**config.mk**
```make
export PLATFORM = sky130hd
export DESIGN_NAME = flit_arbiter_rr
export DESIGN_NICKNAME = d
export VERILOG_FILES = /design/src/rtl/flit_arbiter_rr_pkg.sv /design/src/rtl/flit_arbiter_rr_pick.sv /design/src/rtl/flit_arbiter_rr.sv
export SDC_FILE = /design/constraint.sdc
export NUM_CORES = 1
export LEC_CHECK = 0
export ABC_AREA = 1
export CAP_MARGIN = 20
export CORE_ASPECT_RATIO = 1.75
export CORE_MARGIN = 5
export CORE_UTILIZATION = 45
export CTS_BUF_LIST = sky130_fd_sc_hd__clkbuf_4 sky130_fd_sc_hd__clkbuf_8 sky130_fd_sc_hd__clkbuf_16
export CTS_CLUSTER_SIZE = 30
export DETAILED_ROUTE_END_ITERATION = 16
export GPL_ROUTABILITY_DRIVEN = 0
export PLACE_DENSITY_LB_ADDON = 0.08
export RECOVER_POWER = 50
export SKIP_CTS_REPAIR_TIMING = 1
export SLEW_MARGIN = 0
export SYNTH_ARGS = -nofsm -noshare
export SYNTH_HDL_FRONTEND = slang
export SYNTH_HIERARCHICAL = 1
export SYNTH_SLANG_ARGS = --single-unit
```
**constraint.sdc**
```tcl
create_clock -name clk -period 3.02 [get_ports clk]
set_clock_uncertainty 0.2 [all_clocks]
set_input_delay 0.302 -clock clk [delete_from_list [all_inputs] [get_ports clk]]
set_output_delay 0.302 -clock clk [all_outputs]
set_load 0.1 [all_outputs]
```
**src/rtl/flit_arbiter_rr_pkg.sv**
```systemverilog
// Shared constants and types for the round-robin packet-locking flit arbiter.
package flit_arbiter_rr_pkg;

  localparam int SIZE_DEF     = 16;
  localparam int BITS_SRC     = 3;
  localparam int MAX_SRC      = 8;
  localparam int ARB_WD_LIMIT = 16;

  typedef enum logic {
    ARB_UNLOCKED = 1'b0,
    ARB_LOCKED   = 1'b1
  } arb_state_e;

  // Successor of source s in a ring of n sources.
  function automatic logic [BITS_SRC-1:0] next_src(input logic [BITS_SRC-1:0] s,
                                                   input logic [BITS_SRC-1:0] last);
    return (s == last) ? '0 : s + 1'b1;
  endfunction

endpackage

```
**src/rtl/flit_arbiter_rr_pick.sv**
```systemverilog
// Combinational round-robin picker: first requester at or after ptr, wrapping.
module rr_pick
  import flit_arbiter_rr_pkg::*;
#(
  parameter int N_SRC = 4
) (
  input  logic [N_SRC-1:0]    req,
  input  logic [BITS_SRC-1:0] ptr,
  output logic [N_SRC-1:0]    gnt,
  output logic [BITS_SRC-1:0] idx,
  output logic                any
);

  localparam logic [BITS_SRC:0] N_W = (BITS_SRC+1)'(N_SRC);

  logic [N_SRC-1:0]  rot;
  logic [BITS_SRC:0] sum;

  always_comb begin
    // rot[k] is the request of the source k places after ptr
    rot = N_SRC'({req, req} >> ptr);
    idx = '0;
    any = 1'b0;
    sum = '0;
    for (int k = N_SRC - 1; k >= 0; k--) begin
      if (rot[k]) begin
        any = 1'b1;
        sum = {1'b0, ptr} + (BITS_SRC+1)'(k);
        idx = (sum >= N_W) ? BITS_SRC'(sum - N_W) : sum[BITS_SRC-1:0];
      end
    end
    gnt = '0;
    for (int i = 0; i < N_SRC; i++) begin
      gnt[i] = any && (idx == BITS_SRC'(i));
    end
  end

endmodule

```
**src/rtl/flit_arbiter_rr.sv**
```systemverilog
// Round-robin arbiter that locks the grant for a whole packet of PKT_FLITS flits.
// Optional lock watchdog: define FLIT_ARB_WATCHDOG_EN.
module flit_arbiter_rr
  import flit_arbiter_rr_pkg::*;
#(
  parameter int N_SRC     = 4,
  parameter int PKT_FLITS = 2,
  parameter int SIZE      = SIZE_DEF
) (
  input  logic                  clk,
  input  logic                  reset,
  input  logic [N_SRC-1:0]      in_req,
  output logic [N_SRC-1:0]      in_ack,
  input  logic [N_SRC*SIZE-1:0] in_data,
  output logic                  out_req,
  input  logic                  out_ack,
  output logic [SIZE-1:0]       out_data,
  output logic                  lock_err,
  output arb_state_e            dbg_state,
  output logic [BITS_SRC-1:0]   dbg_ptr,
  output logic [7:0]            dbg_cnt
);

  // Handshake (both sides): req/data are held until a one-cycle ack pulse; the
  // flit transfers at the edge that raises ack (input side) or that sees
  // out_req && out_ack (output side).

  localparam logic [7:0]          PKT_W = 8'(PKT_FLITS);
  localparam logic [BITS_SRC-1:0] LAST  = BITS_SRC'(N_SRC - 1);

  arb_state_e          state_q, state_d;
  logic [BITS_SRC-1:0] grant_q, grant_d;
  logic [BITS_SRC-1:0] ptr_q, ptr_d;
  logic [7:0]          cnt_q, cnt_d;
  logic                full_q, full_d;
  logic [SIZE-1:0]     data_q, data_d;
  logic [N_SRC-1:0]    ack_q, ack_d;

  logic [MAX_SRC-1:0]  req_pad;
  logic [SIZE-1:0]     src_data [MAX_SRC];
  logic [N_SRC-1:0]    pick_gnt;
  logic [BITS_SRC-1:0] pick_idx;
  logic                pick_any;
  logic [BITS_SRC-1:0] cap_idx;
  logic                capture;
  logic [7:0]          cnt_inc;

  for (genvar gi = 0; gi < MAX_SRC; gi++) begin : g_pad
    if (gi < N_SRC) begin : g_src
      assign req_pad[gi]  = in_req[gi];
      assign src_data[gi] = in_data[gi*SIZE +: SIZE];
    end else begin : g_nil
      assign req_pad[gi]  = 1'b0;
      assign src_data[gi] = '0;
    end
  end

  rr_pick #(.N_SRC(N_SRC)) u_pick (
    .req (in_req),
    .ptr (ptr_q),
    .gnt (pick_gnt),
    .idx (pick_idx),
    .any (pick_any)
  );

`ifdef FLIT_ARB_WATCHDOG_EN
  logic [7:0] wd_q, wd_d;
  logic       err_q, err_d;
`endif

  always_comb begin
    state_d = state_q;
    grant_d = grant_q;
    ptr_d   = ptr_q;
    cnt_d   = cnt_q;
    full_d  = full_q;
    data_d  = data_q;
    ack_d   = '0;
    cnt_inc = cnt_q + 8'd1;
    cap_idx = (state_q == ARB_LOCKED) ? grant_q : pick_idx;
    capture = !full_q && ((state_q == ARB_LOCKED) ? req_pad[grant_q] : pick_any);

    if (full_q && out_ack) begin
      full_d = 1'b0;
    end

    if (capture) begin
      full_d = 1'b1;
      data_d = src_data[cap_idx];
      if (state_q == ARB_LOCKED) begin
        for (int i = 0; i < N_SRC; i++) begin
          ack_d[i] = (grant_q == BITS_SRC'(i));
        end
      end else begin
        ack_d = pick_gnt;
      end
      if (cnt_inc == PKT_W) begin
        state_d = ARB_UNLOCKED;
        ptr_d   = next_src(cap_idx, LAST);
        cnt_d   = '0;
      end else begin
        state_d = ARB_LOCKED;
        grant_d = cap_idx;
        cnt_d   = cnt_inc;
      end
    end

`ifdef FLIT_ARB_WATCHDOG_EN
    wd_d  = wd_q;
    err_d = err_q;
    if (capture || state_q == ARB_UNLOCKED) begin
      wd_d = '0;
    end else if (!req_pad[grant_q]) begin
      // Owner went silent mid-packet: give up the lock after the limit
      if (wd_q == 8'(ARB_WD_LIMIT - 1)) begin
        wd_d    = '0;
        err_d   = 1'b1;
        state_d = ARB_UNLOCKED;
        ptr_d   = next_src(grant_q, LAST);
        cnt_d   = '0;
      end else begin
        wd_d = wd_q + 8'd1;
      end
    end
`endif
  end

  always_ff @(posedge clk or negedge reset) begin
    if (!reset) begin
      state_q <= ARB_UNLOCKED;
      grant_q <= '0;
      ptr_q   <= '0;
      cnt_q   <= '0;
      full_q  <= 1'b0;
      data_q  <= '0;
      ack_q   <= '0;
`ifdef FLIT_ARB_WATCHDOG_EN
      wd_q    <= '0;
      err_q   <= 1'b0;
`endif
    end else begin
      state_q <= state_d;
      grant_q <= grant_d;
      ptr_q   <= ptr_d;
      cnt_q   <= cnt_d;
      full_q  <= full_d;
      data_q  <= data_d;
      ack_q   <= ack_d;
`ifdef FLIT_ARB_WATCHDOG_EN
      wd_q    <= wd_d;
      err_q   <= err_d;
`endif
    end
  end

`ifdef FLIT_ARB_WATCHDOG_EN
  assign lock_err = err_q;
`else
  assign lock_err = 1'b0;
`endif

  assign in_ack    = ack_q;
  assign out_req   = full_q;
  assign out_data  = data_q;
  assign dbg_state = state_q;
  assign dbg_ptr   = ptr_q;
  assign dbg_cnt   = cnt_q;

endmodule

```
* Word level (Yosys, flattened, before mapping)
Cells that the tools add are included.
** Word-level totals
- Bits in registers :: 36
- Logic and storage cells :: 71
- Output and inout bits :: 34
- Input port bits :: 71
** Cells by class
- Add/sub/neg operators :: 9
- Equality and inequality tests :: 8
- $lt $le $gt $ge :: 6
- Bitwise gates (word level) :: 2
- Reduce and logical (&&, ||, !) cells :: 12
- Muxes and demuxes :: 26
- Shift-type cells :: 1
** Operator list (number)
- $bmux 16 s3 :: 1
- $mux 16 :: 2
- $mux 3 :: 10
- $eq 3x2->1 const B :: 5
- $ge 4x3->1 const B :: 3
- $sub 3x3->3 const B :: 4
- $mux 1 :: 9
- $add 3x2->4 const B :: 2
- $add 8x1->8 const B :: 1
- $eq 8x2->1 const B :: 1
- $mux 4 :: 2
- $mux 8 :: 1
- $shr 8x3->4 :: 1
- $eq 3x1->1 const B :: 2
- $logic_and 1x1->1 :: 6
- $logic_not 3->1 :: 2
- $add 3x1->4 const B :: 1
- $ge 4x4->1 const B :: 1
- $lt 3x4->1 const B :: 1
- $not 3->4 :: 1
- $reduce_and 2->1 :: 2
- $add 3x1->3 const B :: 1
- $bmux 1 s3 :: 1
- $ge 3x3->1 const B :: 1
- 3 further kinds :: 3

* Longest topological paths before layout
- Word-level depth :: 12
- Gate-level depth with buffers :: 19
- Gate-level depth less buffers :: 18

* By module
The synthesis kept the hierarchy.
** Modules (own cells, without submodules)
- flit_arbiter_rr :: area each 2439.8 µm², sequential area each 900.9 µm², cells each 340, instances 1
- rr_pick :: area each 286.5 µm², sequential area each 0.0 µm², cells each 61, instances 1

* Least setup slack after synthesis
OpenSTA, ideal clock, no wires.
- Path kind :: reg-to-reg
- From :: reg ptr_q[1], in the netlist dbg_ptr[1]
- To :: reg ptr_q[0], in the netlist dbg_ptr[0]
- Setup slack :: -0.208 ns
- Library setup time :: 0.123 ns
- Path buffers :: 1
- Arrival time :: 2.905 ns
- Stages on the path, launching flop included :: 17
- Clock period less this slack :: 3.228 ns
- Data required time :: 2.697 ns
- Cell sequence :: dfrtp_1 -> inv_1 -> ha_1 -> inv_1 -> nand2_1 -> nand2_1 -> nand2_1 -> a21oi_2 -> inv_1 -> o21ai_4 -> buf_2 -> ha_1 -> inv_1 -> o21ai_0 -> inv_1 -> nand3_1 -> nand2_1
** Between the ends
- Longest elaborated chain between the ends :: 10
- Elaborated cells on any way between the ends :: 31
- Classes of those cells :: add/sub: 8; order compare: 4; eq/ne: 1; shift: 1; mux: 15; reduce/logical: 2
** RTL lines
- from (decl) :: RTL line flit_arbiter_rr.sv:33 : logic [BITS_SRC-1:0] ptr_q, ptr_d;
- from (signal assigned) :: RTL line flit_arbiter_rr.sv:144 : ptr_q <= ptr_d;
- $add 3x2->4 :: RTL line flit_arbiter_rr_pick.sv:28 : sum = {1'b0, ptr} + (BITS_SRC+1)'(k);
- $ge 4x3->1 or $sub 3x3->3 (tied branches) :: RTL line flit_arbiter_rr_pick.sv:29 : idx = (sum >= N_W) ? BITS_SRC'(sum - N_W) : sum[BITS_SRC-1:0];
- $mux 3 :: RTL line flit_arbiter_rr_pick.sv:29
- $mux 3 (3 in a row) :: RTL line flit_arbiter_rr_pick.sv:26 : if (rot[k]) begin
- $mux 3 (*) :: RTL line flit_arbiter_rr_pick.sv:26
- named net pick_idx[1] :: RTL line flit_arbiter_rr.sv:42 : logic [BITS_SRC-1:0] pick_idx;
- $mux 3 (*) :: RTL line flit_arbiter_rr.sv:80 : cap_idx = (state_q == ARB_LOCKED) ? grant_q : pick_idx;
- named net cap_idx[1] :: RTL line flit_arbiter_rr.sv:44 : logic [BITS_SRC-1:0] cap_idx;
- $eq 3x2->1 (*) :: RTL line flit_arbiter_rr_pkg.sv:17 : return (s == last) ? '0 : s + 1'b1;
- $mux 3 (*) :: RTL line flit_arbiter_rr_pkg.sv:17
Mark *: on every way through the listed nets, which the timed path passes. The rest lies on a longest branch.
A chain may end at the register's enable or synchronous reset.

* Worst setup path after layout
- From :: reg ptr_q[0], in the netlist dbg_ptr[0]
- To :: reg ptr_q[0], in the netlist dbg_ptr[0]
** Between the ends
- Longest elaborated chain between the ends :: 10
- Elaborated cells on any way between the ends :: 31
- Classes of those cells :: add/sub: 8; order compare: 4; eq/ne: 1; shift: 1; mux: 15; reduce/logical: 2
** RTL lines (RTL line)
- $add 3x2->4 :: flit_arbiter_rr_pick.sv:28
- $ge 4x3->1 or $sub 3x3->3 (tied branches) :: flit_arbiter_rr_pick.sv:29
- $mux 3 :: flit_arbiter_rr_pick.sv:29
- $mux 3 (3 in a row) :: flit_arbiter_rr_pick.sv:26
- $mux 3 (*) :: flit_arbiter_rr_pick.sv:26
- named net pick_idx[1] :: flit_arbiter_rr.sv:42
- $mux 3 (*) :: flit_arbiter_rr.sv:80
- $eq 3x2->1 (*) :: flit_arbiter_rr_pkg.sv:17
- $mux 3 (*) :: flit_arbiter_rr_pkg.sv:17
Marks and branches as above.

==> results.cfg <==
[run_status]
status = complete, no violations

[global_route]
grt_overflow = 0
grt_pass1_wl_mm = 12.0
grt_start_max_net_pins = 42
grt-busiest-layer = met2
grt_use_met1 = 0.205
first_global_vias = 2886
grt_util_met2 = 0.351
antenna_found_initial = 0
gr-usage-all-layers = 0.195
grtUsageMet3 = 0.0576

[routing]
drt-pass1-iter-count = 4
wl_per_cell_um = 12.3
drc = 0
wirelength_mm = 7.09
vias_per_cell = 4.91
drtAntennaViolNets = 0
dr.first_iter.drc_count = 121
vias = 2831

[synthesis]
synth_nets = 476
synth_cells = 401
syn_area_um2 = 2730
yosysTopAreaCell = dfrtp_1
synth_top_cell_area_share = 0.330
yosys_warnings = 6
syn_area_per_cell_um2 = 6.80
synth_area_leaders = dfrtp_1 33%, nand2_1 22%, nand3_1 13%
ys_seq_elements = 36
synth_cell_type_count = 28
ys_seq_area_frac = 0.330

[floorplanning]
die_w_um = 68.8
rows = 37
die_height_um = 113
num_io_pins = 105
start_util = 0.464
die_area_um2 = 7780
core-area_um2 = 5880

[final_layout]
nets = 573
drive_gt1_frac = 0.152
area_growth_pct = 34.4
final_common_cell = nand2_1
diodes = 0
layout_common_cells = 159 x nand2_1, 69 x nand3_1, 69 x clkdlybuf4s50_1

[clocking]
cts_inserted_buffers = 5
clockBufferDepth = 2
clk_latency_ns = 0.29
cts_htree_levels = 2
clock_sinks = 36
cts_root_buf = clkbuf_8
clk_pin_slew_worst_paths_ns = 0.07
cts_tree = done

[sta]
fmax_ghz = 0.396
min_period_over_period = 0.837
hold_viol = 0
min_period_ns = 2.53
final.setup.tns_ns = 0
rsz0062_at_grt = false
setup_violations = 0
worstMarginPinSlew_ns = 1.21
drv_slew = 0
slew_headroom = 0.194

[setup_path]
start_kind = flip-flop
arrival_ns = 2.51
worstPathRequired_ns = 3.00
crit_path_start = dbg_ptr[0]
critPathMaxFanout = 8
reg2regPathDepth = 15
r2r_end = dbg_ptr[0]
r2r_setup_slack_ns = 0.49
path_class = reg2reg
cp-end-kind = flip-flop
r2r_start = dbg_ptr[0]

[placed_design]
dp_hpwl_mm = 5.61
numPortBuffers = 103

[min_path]
worstHoldPathType = reg2reg
holdPathEnd = out_data[12]
min_path_cells = 2
worstHoldStart = out_data[12]

[flow_run]
drv_cap = 0
[critical path, stage by stage, from the launching register on]
cell and delay [ns]:
dfrtp_2 0.47, inv_2 0.10, ha_1 0.35, inv_1 0.07, nand2_1 0.05, nand2_1 0.06
nand2_1 0.07, a21oi_2 0.16, inv_1 0.09, o21ai_4 0.17, ha_1 0.19, inv_1 0.06
o21ai_0 0.19, inv_1 0.06, nand3_1 0.07, nand2_1 0.05
[synthesized netlist by cell type]
master	count
nor2_2	7
o21ai_1	1
buf_6	5
o21ai_0	9
buf_2	7
o21ai_4	2
xor2_1	1
nor3_1	1
a21oi_4	1
nand3_4	1
a32oi_1	3
nand3_1	69
inv_2	9
xnor2_1	1
ha_1	4
buf_4	6
nor2_1	16
nor2_4	2
nand2_1	159
nand3b_1	1
nand2_2	10
nand3_2	1
dfrtp_1	36
inv_1	26
a21boi_2	1
conb_1	2
o21ai_2	18
a21oi_2	2
[cell families after synthesis]
kind of cell | count (synthesis) | synth area share
adders and majority gates | 4 | 0.0184
AOI/OAI and AO/OA | 37 | 0.114
buffers and inverters | 53 | 0.0982
xor gates and xnor gates | 2 | 0.00643
other | 2 | 0.00275
and+or+nand+nor | 267 | 0.430
DFF | 36 | 0.330
[metal layers]
metal | wire length (µm) | share of wire
met5 | 0 | 0
met4 | 167 | 0.024
met3 | 590 | 0.083
met2 | 3670 | 0.52
met1 | 2670 | 0.38
[flip-flops by register name, summed over array words and instances (netlist names)]
| signal | count |
|---|---|
| grant_q | 3 |
| dbg_state | 1 |
| dbg_ptr | 3 |
| dbg_cnt | 8 |
| in_ack | 4 |
| out_data | 16 |
| out_req | 1 |
[stage by stage]
step | util | hold slack (ns) | cell area [µm²] | worst slack (ns) | cells
finish | 0.623 | 0.284 | 3660 | 0.493 | 577
global route | 0.623 | 0.306 | 3660 | 0.292 | 577
CTS | 0.638 | -0.0759 | 3750 | 0.513 | 576
detailed placement | 0.623 | 0.240 | 3660 | 0.287 | 568
global placement | 0.623 | 0.228 | 3660 | 0.312 | 568
floorplan | - | -0.194 | 2730 | 0.0656 | 401
[worst max-delay path by stage]
stage                     slack, ns          end
after floorplan                0.07   dbg_ptr[0]
after global placement         0.31   dbg_ptr[0]
after detailed placement       0.29   dbg_ptr[0]
after CTS                      0.51   dbg_ptr[0]
after global routing           0.29  out_data[9]
final                          0.49   dbg_ptr[0]
[layout make-up]
type | count | area [µm²]
clock buffers | 7 | 83.8
clock inverters | 1 | 5.00
fillers | 587 | 2210
inverters | 35 | 131
multi-input cells | 312 | 1560
flip-flops and latches | 36 | 903
well taps | 78 | 97.6
repair buffers | 108 | 886
Power is left out: the tool's default activity adds up to more than one toggle a clock period on the data nets, which glitch-free logic cannot reach.
